--- src/rtl/l3_uart_tx.sv ---
// l3_uart_tx: drains 4x18-bit pooled entries from the layer-3 RAM and
// streams them as 8N1 UART bytes (ch0 first, LS byte first, 24-bit sext).
// Ports: clk, rst_n (async low), rd (entry available), din[3:0][17:0],
//   addr_rd_inc (read-advance pulse), tx_done (frame-end pulse), tx, busy.
// Option: L3_UART_TX_HDR_EN adds a 0xA5 header and a sum-8 checksum.
module l3_uart_tx #(
  parameter int CLKS_PER_BIT = 434,
  parameter int NUM_ENTRIES  = 16
) (
  input  logic            clk,
  input  logic            rst_n,
  input  logic            rd,
  input  logic [3:0][17:0] din,
  output logic            addr_rd_inc,
  output logic            tx_done,
  output logic            tx,
  output logic            busy
);

  localparam int TW = $clog2(CLKS_PER_BIT);
  localparam logic [TW-1:0] TMAX = TW'(CLKS_PER_BIT - 1);
  localparam logic [4:0] ELAST = 5'(NUM_ENTRIES - 1);

  typedef enum logic [2:0] {
    IDLE, WAIT, CAPT, SEND, DONE
  } state_t;

  state_t        state_q, state_d;
  logic [95:0]   shreg_q, shreg_d;
  logic [7:0]    byte_q, byte_d;
  logic [3:0]    byte_idx_q, byte_idx_d;
  logic [3:0]    bit_idx_q, bit_idx_d;
  logic [TW-1:0] tmr_q, tmr_d;
  logic [4:0]    ent_q, ent_d;
  logic          tx_q, tx_d;
  logic          inc_q, inc_d;
  logic          done_q, done_d;
  logic          busy_q, busy_d;
  logic          nxt;
`ifdef L3_UART_TX_HDR_EN
  logic          hdr_q, hdr_d;
  logic          ck_q, ck_d;
  logic [7:0]    csum_q, csum_d;
`endif

  logic [95:0] cap_w;

  assign cap_w = {
    {{6{din[3][17]}}, din[3]},
    {{6{din[2][17]}}, din[2]},
    {{6{din[1][17]}}, din[1]},
    {{6{din[0][17]}}, din[0]}
  };

  always_comb begin
    state_d    = state_q;
    shreg_d    = shreg_q;
    byte_d     = byte_q;
    byte_idx_d = byte_idx_q;
    bit_idx_d  = bit_idx_q;
    tmr_d      = tmr_q;
    ent_d      = ent_q;
    nxt        = 1'b0;
`ifdef L3_UART_TX_HDR_EN
    hdr_d      = hdr_q;
    ck_d       = ck_q;
    csum_d     = csum_q;
`endif
    unique case (state_q)
      IDLE: begin
        if (rd) state_d = WAIT;
      end
      WAIT: begin
        state_d = CAPT;
      end
      CAPT: begin
        tmr_d      = '0;
        bit_idx_d  = '0;
        byte_idx_d = '0;
        state_d    = SEND;
`ifdef L3_UART_TX_HDR_EN
        if (ent_q == 5'd0) begin
          byte_d  = 8'hA5;
          shreg_d = cap_w;
          hdr_d   = 1'b1;
        end else begin
          byte_d  = cap_w[7:0];
          shreg_d = {8'h00, cap_w[95:8]};
          csum_d  = csum_q + cap_w[7:0];
        end
`else
        byte_d  = cap_w[7:0];
        shreg_d = {8'h00, cap_w[95:8]};
`endif
      end
      SEND: begin
        if (tmr_q != TMAX) begin
          tmr_d = tmr_q + 1'b1;
        end else begin
          tmr_d = '0;
          if (bit_idx_q != 4'd9) begin
            bit_idx_d = bit_idx_q + 4'd1;
          end else begin
            bit_idx_d = '0;
`ifdef L3_UART_TX_HDR_EN
            if (hdr_q) begin
              hdr_d = 1'b0;
              nxt   = 1'b1;
            end else if (ck_q) begin
              ck_d    = 1'b0;
              state_d = DONE;
            end else
`endif
            if (byte_idx_q != 4'd11) begin
              byte_idx_d = byte_idx_q + 4'd1;
              nxt        = 1'b1;
            end else if (ent_q == ELAST) begin
`ifdef L3_UART_TX_HDR_EN
              ck_d   = 1'b1;
              byte_d = csum_q;
`else
              state_d = DONE;
`endif
            end else begin
              ent_d   = ent_q + 5'd1;
              state_d = IDLE;
            end
          end
        end
      end
      DONE: begin
        ent_d   = '0;
        state_d = IDLE;
`ifdef L3_UART_TX_HDR_EN
        csum_d  = '0;
`endif
      end
      default: state_d = IDLE;
    endcase

    // pull the next data byte out of the entry shift register
    if (nxt) begin
      byte_d  = shreg_q[7:0];
      shreg_d = {8'h00, shreg_q[95:8]};
`ifdef L3_UART_TX_HDR_EN
      csum_d  = csum_q + shreg_q[7:0];
`endif
    end

    // outputs registered from next-state values
    tx_d = 1'b1;
    if (state_d == SEND) begin
      if (bit_idx_d == 4'd0)      tx_d = 1'b0;
      else if (bit_idx_d == 4'd9) tx_d = 1'b1;
      else tx_d = byte_d[bit_idx_d[2:0] - 3'd1];
    end
    inc_d  = (state_d == CAPT);
    done_d = (state_d == DONE);
    busy_d = (state_d != IDLE);
  end

  always_ff @(posedge clk or negedge rst_n) begin
    if (!rst_n) begin
      state_q    <= IDLE;
      shreg_q    <= '0;
      byte_q     <= '0;
      byte_idx_q <= '0;
      bit_idx_q  <= '0;
      tmr_q      <= '0;
      ent_q      <= '0;
      tx_q       <= 1'b1;
      inc_q      <= 1'b0;
      done_q     <= 1'b0;
      busy_q     <= 1'b0;
`ifdef L3_UART_TX_HDR_EN
      hdr_q      <= 1'b0;
      ck_q       <= 1'b0;
      csum_q     <= '0;
`endif
    end else begin
      state_q    <= state_d;
      shreg_q    <= shreg_d;
      byte_q     <= byte_d;
      byte_idx_q <= byte_idx_d;
      bit_idx_q  <= bit_idx_d;
      tmr_q      <= tmr_d;
      ent_q      <= ent_d;
      tx_q       <= tx_d;
      inc_q      <= inc_d;
      done_q     <= done_d;
      busy_q     <= busy_d;
`ifdef L3_UART_TX_HDR_EN
      hdr_q      <= hdr_d;
      ck_q       <= ck_d;
      csum_q     <= csum_d;
`endif
    end
  end

  assign tx          = tx_q;
  assign addr_rd_inc = inc_q;
  assign tx_done     = done_q;
  assign busy        = busy_q;

endmodule

--- config.mk ---
export PLATFORM = sky130hd
export DESIGN_NAME = l3_uart_tx
export DESIGN_NICKNAME = d
export VERILOG_FILES = /design/src/rtl/l3_uart_tx.sv
export SDC_FILE = /design/constraint.sdc
export NUM_CORES = 1
export LEC_CHECK = 0
export ABC_AREA = 1
export ABC_CLOCK_PERIOD_IN_PS = 2300
export BUFFER_PORTS_ARGS = -buffer_cell sky130_fd_sc_hd__buf_2
export CORE_UTILIZATION = 30
export CTS_CLUSTER_SIZE = 14
export DETAILED_ROUTE_END_ITERATION = 10
export GPL_ROUTABILITY_DRIVEN = 0
export PLACE_DENSITY_LB_ADDON = 0.05
export SYNTH_ARGS = -nofsm -noshare
export SYNTH_HDL_FRONTEND = slang
export SYNTH_SLANG_ARGS = --single-unit
--- constraint.sdc ---
create_clock -name clk -period 2.3 [get_ports clk]
set_input_delay 0.46 -clock clk [delete_from_list [all_inputs] [get_ports clk]]
set_output_delay 0.46 -clock clk [all_outputs]
set_load 0.01 [all_outputs]
==> flow_metrics.py, run 1 <==
metrics = {
    "critical_path": {
        "crit_fanout": 7,
        "start_kind": "register",
        "worst_setup_path_end_kind": "register",
        "r2r_setup_slack_ns": 0.22,
        "cp_slowest_stage_delay_ns": 0.43,
        "critical_path_arrival_ns": 2.44,
        "cpMostUsedCell": "nand2_1",
        "cp.required_ns": 2.65,
        "crit_chain": "nand2_1 -> nor2_4 -> nand3_2 -> inv_2 -> nand4_1 -> nand2_1 -> inv_1 -> ha_1 -> inv_1 -> nand3_1 -> nand3_1 -> nand3_1 -> nand2_1 -> nand2_1",
        "crit_slowest_cell": "dfrtp_1",
        "crit_type": "reg -> reg",
    },
    "power": {
        "ir_drop_mv": 0.5278,
        "p_leak_nw": 3.503,
        "powerDensity_nw_per_um2": 745.5,
    },
    "timing": {
        "finClkSkew_ns": 0.01276,
        "tightest_slew_ns": 0.6791,
        "min_period_ns": 2.084,
        "rsz0062_at_grt": "true",
        "fin_crit_sh_pct": 90.60,
        "drv_slew": 0,
        "slew_headroom_pct": 54.73,
        "hold_viol": 0,
        "finalSetupViolations": 0,
        "fmax_ghz": 0.4799,
    },
    "clocking": {
        "cts.path.max_buffers": 2,
        "hold_buffers": 0,
        "cts_buffers": 17,
        "htree_levels": 4,
        "tritoncts": "yes",
        "clk_latency_ns": 0.42,
        "clockRootBuffer": "clkbuf_16",
        "clk_pin_slew_ns": 0.06,
        "numClockSinks": 119,
    },
    "synthesis": {
        "synth_top_family_by_area": "simple AND/OR/NAND/NOR gates",
        "synth.area.mux_share_pct": 0,
        "syn_inst": 623,
        "yosysSeqAreaShare_pct": 52.04,
        "synth_xor_area_share_pct": 0.7650,
        "synthSimpleGateAreaFrac_pct": 17.51,
        "netlist-cell-type-count": 41,
        "yosys_warnings": 0,
        "synth_area_leaders": "dfrtp_1 (52%), o221ai_1 (11%), inv_1 (8.3%)",
        "synth_top_area_cell": "dfrtp_1",
        "syn_nets": 705,
        "synth_seq_cells": 119,
        "synthAdderAreaFrac_pct": 1.530,
        "syn-cell-area_um2": 5724,
        "yosys.area.top_type_share_pct": 51.58,
        "synth_compound_area_share_pct": 15.69,
        "avgSynthCellArea_um2": 9.188,
    },
    "finish": {
        "syn_to_final_growth_pct": 22.12,
        "area.sequential_um2": 2979,
        "mostFrequentLayoutCell": "inv_1",
        "drive_above_1_share_pct": 21.84,
        "fill_cells": 1928,
        "n_antenna_cell": 0,
        "utilization_pct": 37.37,
        "multi_input_area_um2": 2042,
        "layout_common_cells": "inv_1 (126), nand2_1 (125), dfrtp_1 (118)",
        "stdcell_count": 953,
        "num-nets-final": 788,
    },
    "floorplanning": {
        "ioPinCount": 79,
        "fp.dieArea_um2": 19640,
        "rows": 50,
        "fp.dieW_um": 140.1,
        "initial_core_util_pct": 30.60,
        "die_h_um": 140.1,
        "core_area_um2": 18710,
    },
    "global_routing": {
        "antenna_found_initial": 0,
        "grt_pass1_vias": 4549,
        "grtUsageTotal_pct": 15.82,
        "grt_overflow": 0,
        "grt_pass1_wl_um": 23840,
        "grt_max_degree": 120,
    },
    "place": {
        "port_buffers": 78,
        "dp_cells": 917,
        "dp_hpwl_um": 9618,
    },
    "detailed_routing": {
        "viasPerCell": 4.740,
        "vias": 4517,
        "drc": 0,
        "detail-route-antenna-nets": 0,
        "first_pass_iters": 4,
        "drt-total-wl_um": 14250,
        "drt-wirelength-per-cell_um": 14.96,
        "drtIter0Drc": 262,
    },
    "job": {
        "drv_cap": 0,
    },
    "run_status": {
        "status": "completed",
    },
    "hold_path": {
        "hold_path.class": "in -> async",
    },
}
-- worst paths after layout --
| kind | start | endpoint | cells after the start |
|---|---|---|---|
| worst min-delay path | rst_n | ent_q[1] | 2 |
| worst max register to register | state_q[1] | tx | 14 |
| max in group asynchronous | rst_n | byte_q[6] | 2 |
| worst min register to register | ent_q[2] | ent_q[2] | 1 |
| min in group clk | din[24] | shreg_q[22] | 3 |
| worst max-delay path | state_q[1] | tx | 14 |
-- cell families after synthesis --
| family | Yosys count |
|---|---|
| AND/OR/NAND/NOR | 213 |
| buffers and inverters | 164 |
| flip-flops | 119 |
| AO/OA/AOI/OAI | 115 |
| adder cells (fa/ha/maj) | 7 |
| XOR/XNOR | 5 |
-- per-layer routing --
layer	part of all wire (%)	GRT usage, %
met3	3.6	4.274
met4	1.0	5.032
met5	0	0
met2	46	24.76
met1	49	21.24
-- where the power goes --
| group | switching [mW] | total, mW | internal, mW | leakage [nW] |
|---|---|---|---|---|
| sequential | 0.0195 | 2.19 | 2.17 | 1.41 |
| clock | 1.00 | 2.77 | 1.76 | 0.294 |
| combinational | 0.144 | 0.252 | 0.108 | 1.80 |
-- layout make-up --
cell class	count	area share (%)
Tap cell	234	4.188
Clock buffer	21	6.587
Timing Repair Buffer	93	8.001
Sequential cell	119	42.62
Inverter	135	7.303
Multi-Input combinational cell	340	29.21
Clock inverter	11	2.094
-- stage by stage --
step	setup slack (ns)	hold slack, ns	power (mW)	setup TNS, ns	instance area (um2)
2_1_floorplan	0.2751	0.1644	2.338	0	5724
3_3_place_gp	0.2124	0.4668	2.488	0	6327
3_5_place_dp	0.1317	0.4715	2.491	0	6327
4_1_cts	0.1160	0.1700	5.287	0	6934
5_1_grt	-0.01308	0.1565	5.419	-0.01308	6990
6_report	0.2162	0.1354	5.211	0	6990
-- synthesized netlist by cell type, drive strengths merged --
library cell  number
inv              134
nand2            133
dfrtp            118
o221ai            73
nor2              28
nand3             26
buf               20
o21ai             16
nand4             11
clkbuf             9
a21oi              8
nor3               8
a22oi              7
ha                 7
xor2               5
and2               4
o22ai              3
a31oi              2
o31ai              2
a22o               1
clkinv             1
dfstp              1
nor3b              1
o211ai             1
o21a               1
o32ai              1
or2                1
or3                1
-- sequential cells by signal, summed over array words and instances, names as in the netlist --
name         count
tx               1
addr_rd_inc      1
byte_q           8
tmr_q            9
byte_idx_q       4
shreg_q         82
tx_done          1
state_q          3
bit_idx_q        4
ent_q            5
busy             1
-- what timing repair did --
action / 4_1_cts / 5_1_grt
buffers inserted: 0 / 4
endpoints found under the setup margin: 0 / 3
gates resized for setup: 0 / 4
-- worst max-delay path: cells and delay by family (launching register included) --
family / cells / cell delay [ns]
flip-flops: 1 / 0.43
AND/OR/NAND/NOR: 10 / 0.98
adder cells (fa/ha/maj): 1 / 0.33
buffers and inverters: 3 / 0.27
(Power assumes the default switching activity.)
==> run 2, diff against run 1 <==
- ABC_AREA: 1 -> not set
- CORE_ASPECT_RATIO: not set -> 0.5
- RECOVER_POWER: not set -> 100
==> run 2 against run 1 <==
Effect of this change:
- the run now ends with setup timing left
- die area is 5.3% lower
- combinational power grew to 2.5 times the previous value
- largest power group unchanged
- first-iteration DRC count is 7.3% lower
- total power is 18% higher
- clock skew is 0.0041 ns lower
- non-clock buffer count is 52 higher
- critical path type unchanged
- synthesized area is 5.6% lower
- fmax is 12% lower
- sequential power is 19% higher
==> flow_metrics.py, run 2 <==
metrics = {
    "place": {
        "dp_hpwl_um": 9923,
        "dpl_cell_area_um2": 6489,
        "dp_cells": 860,
        "port_buffers": 78,
        "post-place-ws_ns": -0.1345,
    },
    "finish": {
        "reg_top3": "shreg_q: 82 flops, tmr_q: 9 flops, byte_q: 8 flops",
        "drive_above_1_share_pct": 30.48,
        "utilization_pct": 41.76,
        "n_antenna_cell": 0,
        "mostFrequentLayoutCell": "nand2_1",
        "num-nets-final": 735,
        "regMostFlops": "shreg_q",
        "multi_input_area_um2": 2386,
        "layout_common_cells": "nand2_1 (127), dfrtp_1 (118), buf_2 (74)",
        "area.sequential_um2": 2979,
        "stdcell_count": 900,
        "largest_register_ffs": 82,
        "fill_cells": 1742,
        "final_area_um2": 7302,
        "syn_to_final_growth_pct": 35.06,
    },
    "critical_path": {
        "crit_type": "reg -> reg",
        "cpMostUsedCell": "ha_4",
        "start_kind": "register",
        "cp_num_cells": 10,
        "crit_slowest_cell": "or3b_1",
        "worst_setup_path_end_kind": "register",
        "cp_top_family": "simple AND/OR/NAND/NOR gates",
        "reg2regPathDepth": 10,
        "crit_chain": "inv_2 -> ha_4 -> and4_4 -> a21oi_1 -> or3b_1 -> ha_4 -> inv_4 -> mux4_2 -> mux2i_1 -> a22oi_2",
        "crit_fanout": 5,
        "critical_path_arrival_ns": 2.70,
        "path_buf_inv": 2,
        "cp.required_ns": 2.63,
        "cp_slowest_stage_delay_ns": 0.43,
    },
    "global_routing": {
        "antenna_found_initial": 0,
        "grt_max_degree": 67,
        "grt_use_met1_pct": 26.36,
        "grt_use_met2_pct": 23.02,
        "grtUsageTotal_pct": 17.00,
        "top_usage_layer": "met1",
        "grt_pass1_vias": 4405,
        "grt_pass1_wl_um": 24470,
        "grt_use_met3_pct": 4.245,
        "grt_overflow": 0,
    },
    "detailed_routing": {
        "viasPerCell": 4.889,
        "detail-route-antenna-nets": 0,
        "drc": 0,
        "drtIter0Drc": 243,
        "first_pass_iters": 5,
        "drt-total-wl_um": 15210,
        "drt-wirelength-per-cell_um": 16.90,
        "vias": 4400,
    },
    "timing": {
        "min_period_ns": 2.372,
        "fmax_ghz": 0.4216,
        "setup_ws_ns": -0.07177,
        "drv_slew": 0,
        "hold_viol": 0,
        "fin_setup_tns_ns": -0.07177,
        "fin_crit_sh_pct": 103.1,
        "finalSetupViolations": 1,
        "rsz0062_at_grt": "true",
        "slew_headroom_pct": 32.57,
        "finClkSkew_ns": 0.008629,
        "tightest_slew_ns": 1.011,
    },
    "clocking": {
        "htree_levels": 4,
        "tritoncts": "yes",
        "clockRootBuffer": "clkbuf_16",
        "cts.path.max_buffers": 2,
        "cts_buffers": 17,
        "numClockSinks": 119,
        "clk_pin_slew_ns": 0.06,
        "clk_latency_ns": 0.41,
    },
    "synthesis": {
        "async_flop_share_pct": 100.0,
        "synth_compound_area_share_pct": 18.35,
        "yosys_warnings": 0,
        "syn-cell-area_um2": 5406,
        "avgSynthCellArea_um2": 10.28,
        "ys.flop_type": "dfrtp_1",
        "synthSimpleGateAreaFrac_pct": 16.71,
        "yosys.area.top_type_share_pct": 54.62,
        "yosysSeqAreaShare_pct": 55.10,
        "synth_xor_area_share_pct": 0.9720,
        "netlist-cell-type-count": 50,
        "synthAdderAreaFrac_pct": 1.620,
        "synth_edf_count": 0,
        "yosys-top-cells-count": "nand2_1 (127), dfrtp_1 (118), a22oi_1 (54), clkbuf_1 (25), o21ai_0 (23)",
        "syn_inst": 526,
        "synth_area_leaders": "dfrtp_1 (55%), nand2_1 (8.8%), a22oi_1 (7.5%)",
        "synth.area.mux_share_pct": 3.795,
        "synth_top_family_by_area": "compound AO/OA/AOI/OAI gates",
        "syn_nets": 608,
        "synth_seq_cells": 119,
        "synth_top_area_cell": "dfrtp_1",
        "synth_most_common_cell": "nand2_1",
    },
    "hold_path": {
        "whs_path_depth": 3,
        "hold_path.class": "in -> reg",
    },
    "power": {
        "p_leak_nw": 3.392,
        "ir_drop_mv": 0.5490,
        "powerDensity_nw_per_um2": 839.8,
    },
    "floorplanning": {
        "core_area_um2": 17480,
        "initial_core_util_pct": 30.92,
        "fp.dieW_um": 191.9,
        "rows": 34,
        "fp.dieArea_um2": 18600,
        "die_h_um": 96.93,
        "ioPinCount": 79,
    },
    "run_status": {
        "violations": "setup timing",
        "status": "finished, violations left",
    },
    "job": {
        "drv_cap": 0,
    },
}
run 2: cell types whose count changed in the layout (fill, tap and decap cells not counted), sizes merged, moves of 6 or more:
| cell | before | now |
|---|---|---|
| o21ai | 16 | 23 |
| nor2b | 0 | 6 |
| nor2 | 28 | 13 |
| nand3 | 26 | 8 |
| a22oi | 7 | 55 |
| buf | 93 | 137 |
| o221ai | 73 | 0 |
| mux2i | 0 | 16 |
| a21oi | 8 | 16 |
| nand2 | 133 | 127 |
| a221o | 0 | 21 |
| inv | 136 | 10 |
run 2: worst reg2reg max path, delay by kind of cell (launching register included):
kind / cells / cell delay [ns]
AO/OA/AOI/OAI: 2 / 0.17
buffers and inverters: 2 / 0.13
multiplexers: 2 / 0.48
adder cells (fa/ha/maj): 2 / 0.45
flip-flops: 1 / 0.39
AND/OR/NAND/NOR: 2 / 0.67
run 2: layout make-up:
class	count	share of cell area (%)
Multi-Input combinational cell	362	32.68
Tap cell	234	4.010
Sequential cell	119	40.80
Clock inverter	14	2.707
Clock buffer	18	6.014
Timing Repair Buffer	145	13.35
Inverter	8	0.4455
run 2: cells by family after synthesis:
group           count (synthesis)
mux                            19
flops                         119
fa+ha+maj                       7
xor+xnor                        6
compound gates                135
simple gates                  194
buf+inv                        46
run 2: routing by layer:
metal  vias to the layer above  share of wire, %
li1                       2158                 -
met1                      2165                52
met2                        72                44
met3                         5               3.9
met4                         0              0.57
met5                         -                 0
run 2: power breakdown:
group	switching, mW	leakage (nW)	internal (mW)
Sequential	0.207	1.44	2.40
Clock	1.04	0.307	1.85
Combinational	0.311	1.64	0.327
run 2: per-stage QoR:
stage                     total power, mW  hold slack [ns]
after floorplan                     2.909           0.1644
after global placement              3.256           0.3665
after detailed placement            3.260           0.3666
after CTS                           6.187           0.2606
after global routing                6.433           0.2704
final                               6.132           0.2760
run 2: path summary, 6_finish.rpt:
path,start,to,slack [ns]
setup / recovery,tmr_q[1],tx,-0.07
hold / removal,din[18],shreg_q[16],0.28
setup reg to reg,tmr_q[1],tx,-0.07
hold reg to reg,shreg_q[26],shreg_q[26],0.47
max in group asynchronous,rst_n,shreg_q[37],0.29
min in group asynchronous,rst_n,ent_q[2],0.74
run 2: repair_timing:
| item | in CTS | in global routing |
|---|---|---|
| buffers inserted | 0 | 3 |
| endpoints found under the hold margin | 15 | 0 |
| setup endpoints to repair | 16 | 72 |
| pin swaps | 6 | 11 |
| cloned | 0 | 4 |
| hold buffers | 1 | 0 |
| gates resized for setup | 2 | 21 |
==> run 3, diff against run 2 <==
- PLACE_DENSITY_LB_ADDON: 0.05 -> not set
==> run 3 against run 2 <==
Effect of this change:
- the run still ends with setup timing left
- non-clock buffer count grew 8
- combinational power is essentially flat
- fmax shrank 2.3%
- largest cell class unchanged
==> flow_metrics.py, run 3 (same netlist as run 2, synthesis figures left out) <==
metrics = {
    "global_routing": {
        "grt_pass1_wl_um": 23400,
        "grt_max_degree": 50,
        "grtUsageTotal_pct": 16.17,
        "antenna_found_initial": 0,
        "grt_overflow": 0,
        "grt_pass1_vias": 4431,
    },
    "timing": {
        "tightest_slew_ns": 1.157,
        "min_period_ns": 2.426,
        "whs_ns": 0.2731,
        "fin_crit_sh_pct": 105.5,
        "finalSetupViolations": 8,
        "finClkSkew_ns": 0.007503,
        "slew_headroom_pct": 22.90,
        "fmax_ghz": 0.4121,
        "setup_ws_ns": -0.1264,
        "drv_slew": 0,
        "rsz0062_at_grt": "true",
        "hold_viol": 0,
    },
    "floorplanning": {
        "fp.dieW_um": 191.9,
        "rows": 34,
        "core_area_um2": 17480,
        "die_h_um": 96.93,
        "ioPinCount": 79,
        "initial_core_util_pct": 30.92,
        "fp.dieArea_um2": 18600,
    },
    "detailed_routing": {
        "viasPerCell": 5.052,
        "first_pass_iters": 5,
        "detail-route-antenna-nets": 0,
        "drt-wirelength-per-cell_um": 16.35,
        "drc": 0,
        "drtIter0Drc": 355,
        "vias": 4607,
        "drt-total-wl_um": 14910,
    },
    "finish": {
        "utilization_pct": 42.25,
        "area.sequential_um2": 2979,
        "regMostFlops": "shreg_q",
        "layout_common_cells": "nand2_1 (127), dfrtp_1 (118), buf_2 (73)",
        "fill_cells": 1673,
        "multi_input_area_um2": 2402,
        "num-nets-final": 747,
        "drive_above_1_share_pct": 31.56,
        "largest_register_ffs": 82,
        "syn_to_final_growth_pct": 36.63,
        "reg_top3": "shreg_q: 82 flops, tmr_q: 9 flops, byte_q: 8 flops",
        "n_antenna_cell": 0,
        "mostFrequentLayoutCell": "nand2_1",
    },
    "clocking": {
        "cts_buffers": 17,
        "clk_pin_slew_ns": 0.06,
        "cts.path.max_buffers": 2,
        "numClockSinks": 119,
        "htree_levels": 4,
        "clk_latency_ns": 0.42,
        "clockRootBuffer": "clkbuf_16",
        "tritoncts": "yes",
    },
    "power": {
        "sequentialPowerShare_pct": 44.3,
        "ir_drop_mv": 0.6161,
        "p_sw_mw": 1.518,
        "p_leak_nw": 3.407,
        "p_int_mw": 4.357,
        "comb_power_share_pct": 10.9,
        "p_sw_share_pct": 25.84,
        "powerDensity_nw_per_um2": 795.4,
        "clkPwrFrac_pct": 44.9,
    },
    "critical_path": {
        "worstReg2RegStart": "tmr_q[2]",
        "worst_setup_path_end_kind": "register",
        "crit_slowest_cell": "dfrtp_1",
        "crit_type": "reg -> reg",
        "cpMostUsedCell": "a22oi_2",
        "crit_chain": "nor4b_4 -> nand3_4 -> a21o_1 -> a22oi_2 -> ha_4 -> inv_4 -> mux4_2 -> mux2i_1 -> a22oi_2",
        "reg2regPathDepth": 9,
        "crit_fanout": 8,
        "critical_path_arrival_ns": 2.75,
        "cp_num_cells": 9,
        "cp_slowest_stage_delay_ns": 0.41,
        "cp_top_family": "simple AND/OR/NAND/NOR gates",
        "cp-startpoint": "tmr_q[2]",
        "start_kind": "register",
        "path_buf_inv": 1,
        "r2r_setup_slack_ns": -0.13,
        "r2r-end": "tx",
        "crit_path_end": "tx",
        "cp.required_ns": 2.62,
    },
    "job": {
        "drv_cap": 0,
    },
    "place": {
        "dp_hpwl_um": 9493,
        "port_buffers": 78,
    },
    "hold_path": {
        "hold_path.class": "in -> reg",
    },
    "run_status": {
        "violations": "setup timing",
        "status": "finished, violations left",
    },
}
run 3: area by class of cell:
cell class / count / area share, %
repair buffers: 153 / 14.80
multi-input cells: 366 / 32.52
clock inverters: 14 / 1.999
clock buffers: 18 / 5.945
inverters: 8 / 0.4404
flip-flops and latches: 119 / 40.33
well taps: 234 / 3.963
run 3: power groups by stage:
stage	clock (mW)	sequential [mW]	combinational, mW
6_report	2.64	2.60	0.638
5_1_grt	2.79	2.64	0.734
4_1_cts	2.67	2.60	0.636
3_5_place_dp	0	2.62	0.630
3_3_place_gp	0	2.62	0.610
2_1_floorplan	0	2.59	0.323
run 3: metrics by stage:
step	power, mW	area (um2)	cells	TNS (ns)	setup slack (ns)
global route	6.161	7387	912	-5.677	-0.2307
global placement	3.234	6454	857	-0.7131	-0.08503
detailed placement	3.254	6454	857	-2.826	-0.1588
floorplan	2.909	5431	526	-0.3272	-0.1575
CTS	5.902	7097	892	-0.08463	-0.08463
finish	5.876	7387	912	-0.2274	-0.1264
run 3: tightest hold or removal path: cells and delay by family:
| family | cells | cell delay, ns |
|---|---|---|
| buf+inv | 1 | 0.07 |
| compound gates | 1 | 0.06 |
| simple gates | 1 | 0.05 |
run 3: repair_timing:
| action | 4_1_cts | 5_1_grt |
|---|---|---|
| setup buffers | 1 | 14 |
| cloned | 1 | 7 |
| gates resized for setup | 6 | 30 |
| hold buffers | 1 | 0 |
| pin swaps | 1 | 15 |
| endpoints found under the setup margin | 70 | 64 |
| endpoints found under the hold margin | 17 | 0 |
run 3: worst min-delay path by stage:
stage | from | cells after the start | slack [ns] | endpoint
5_1_grt | din[8] | 3 | 0.27 | shreg_q[0]
3_3_place_gp | rst_n | 1 | 0.38 | shreg_q[58]
2_1_floorplan | rst_n | 0 | 0.16 | addr_rd_inc
6_report | din[8] | 3 | 0.27 | shreg_q[0]
3_5_place_dp | rst_n | 1 | 0.38 | shreg_q[58]
4_1_cts | din[16] | 3 | 0.26 | shreg_q[8]
run 3: routing by layer:
layer | wire [um] | global-route usage [%]
met1 | 7108 | 22.87
met2 | 7027 | 24.27
met3 | 650 | 4.136
met4 | 124 | 4.579
met5 | 0 | 0
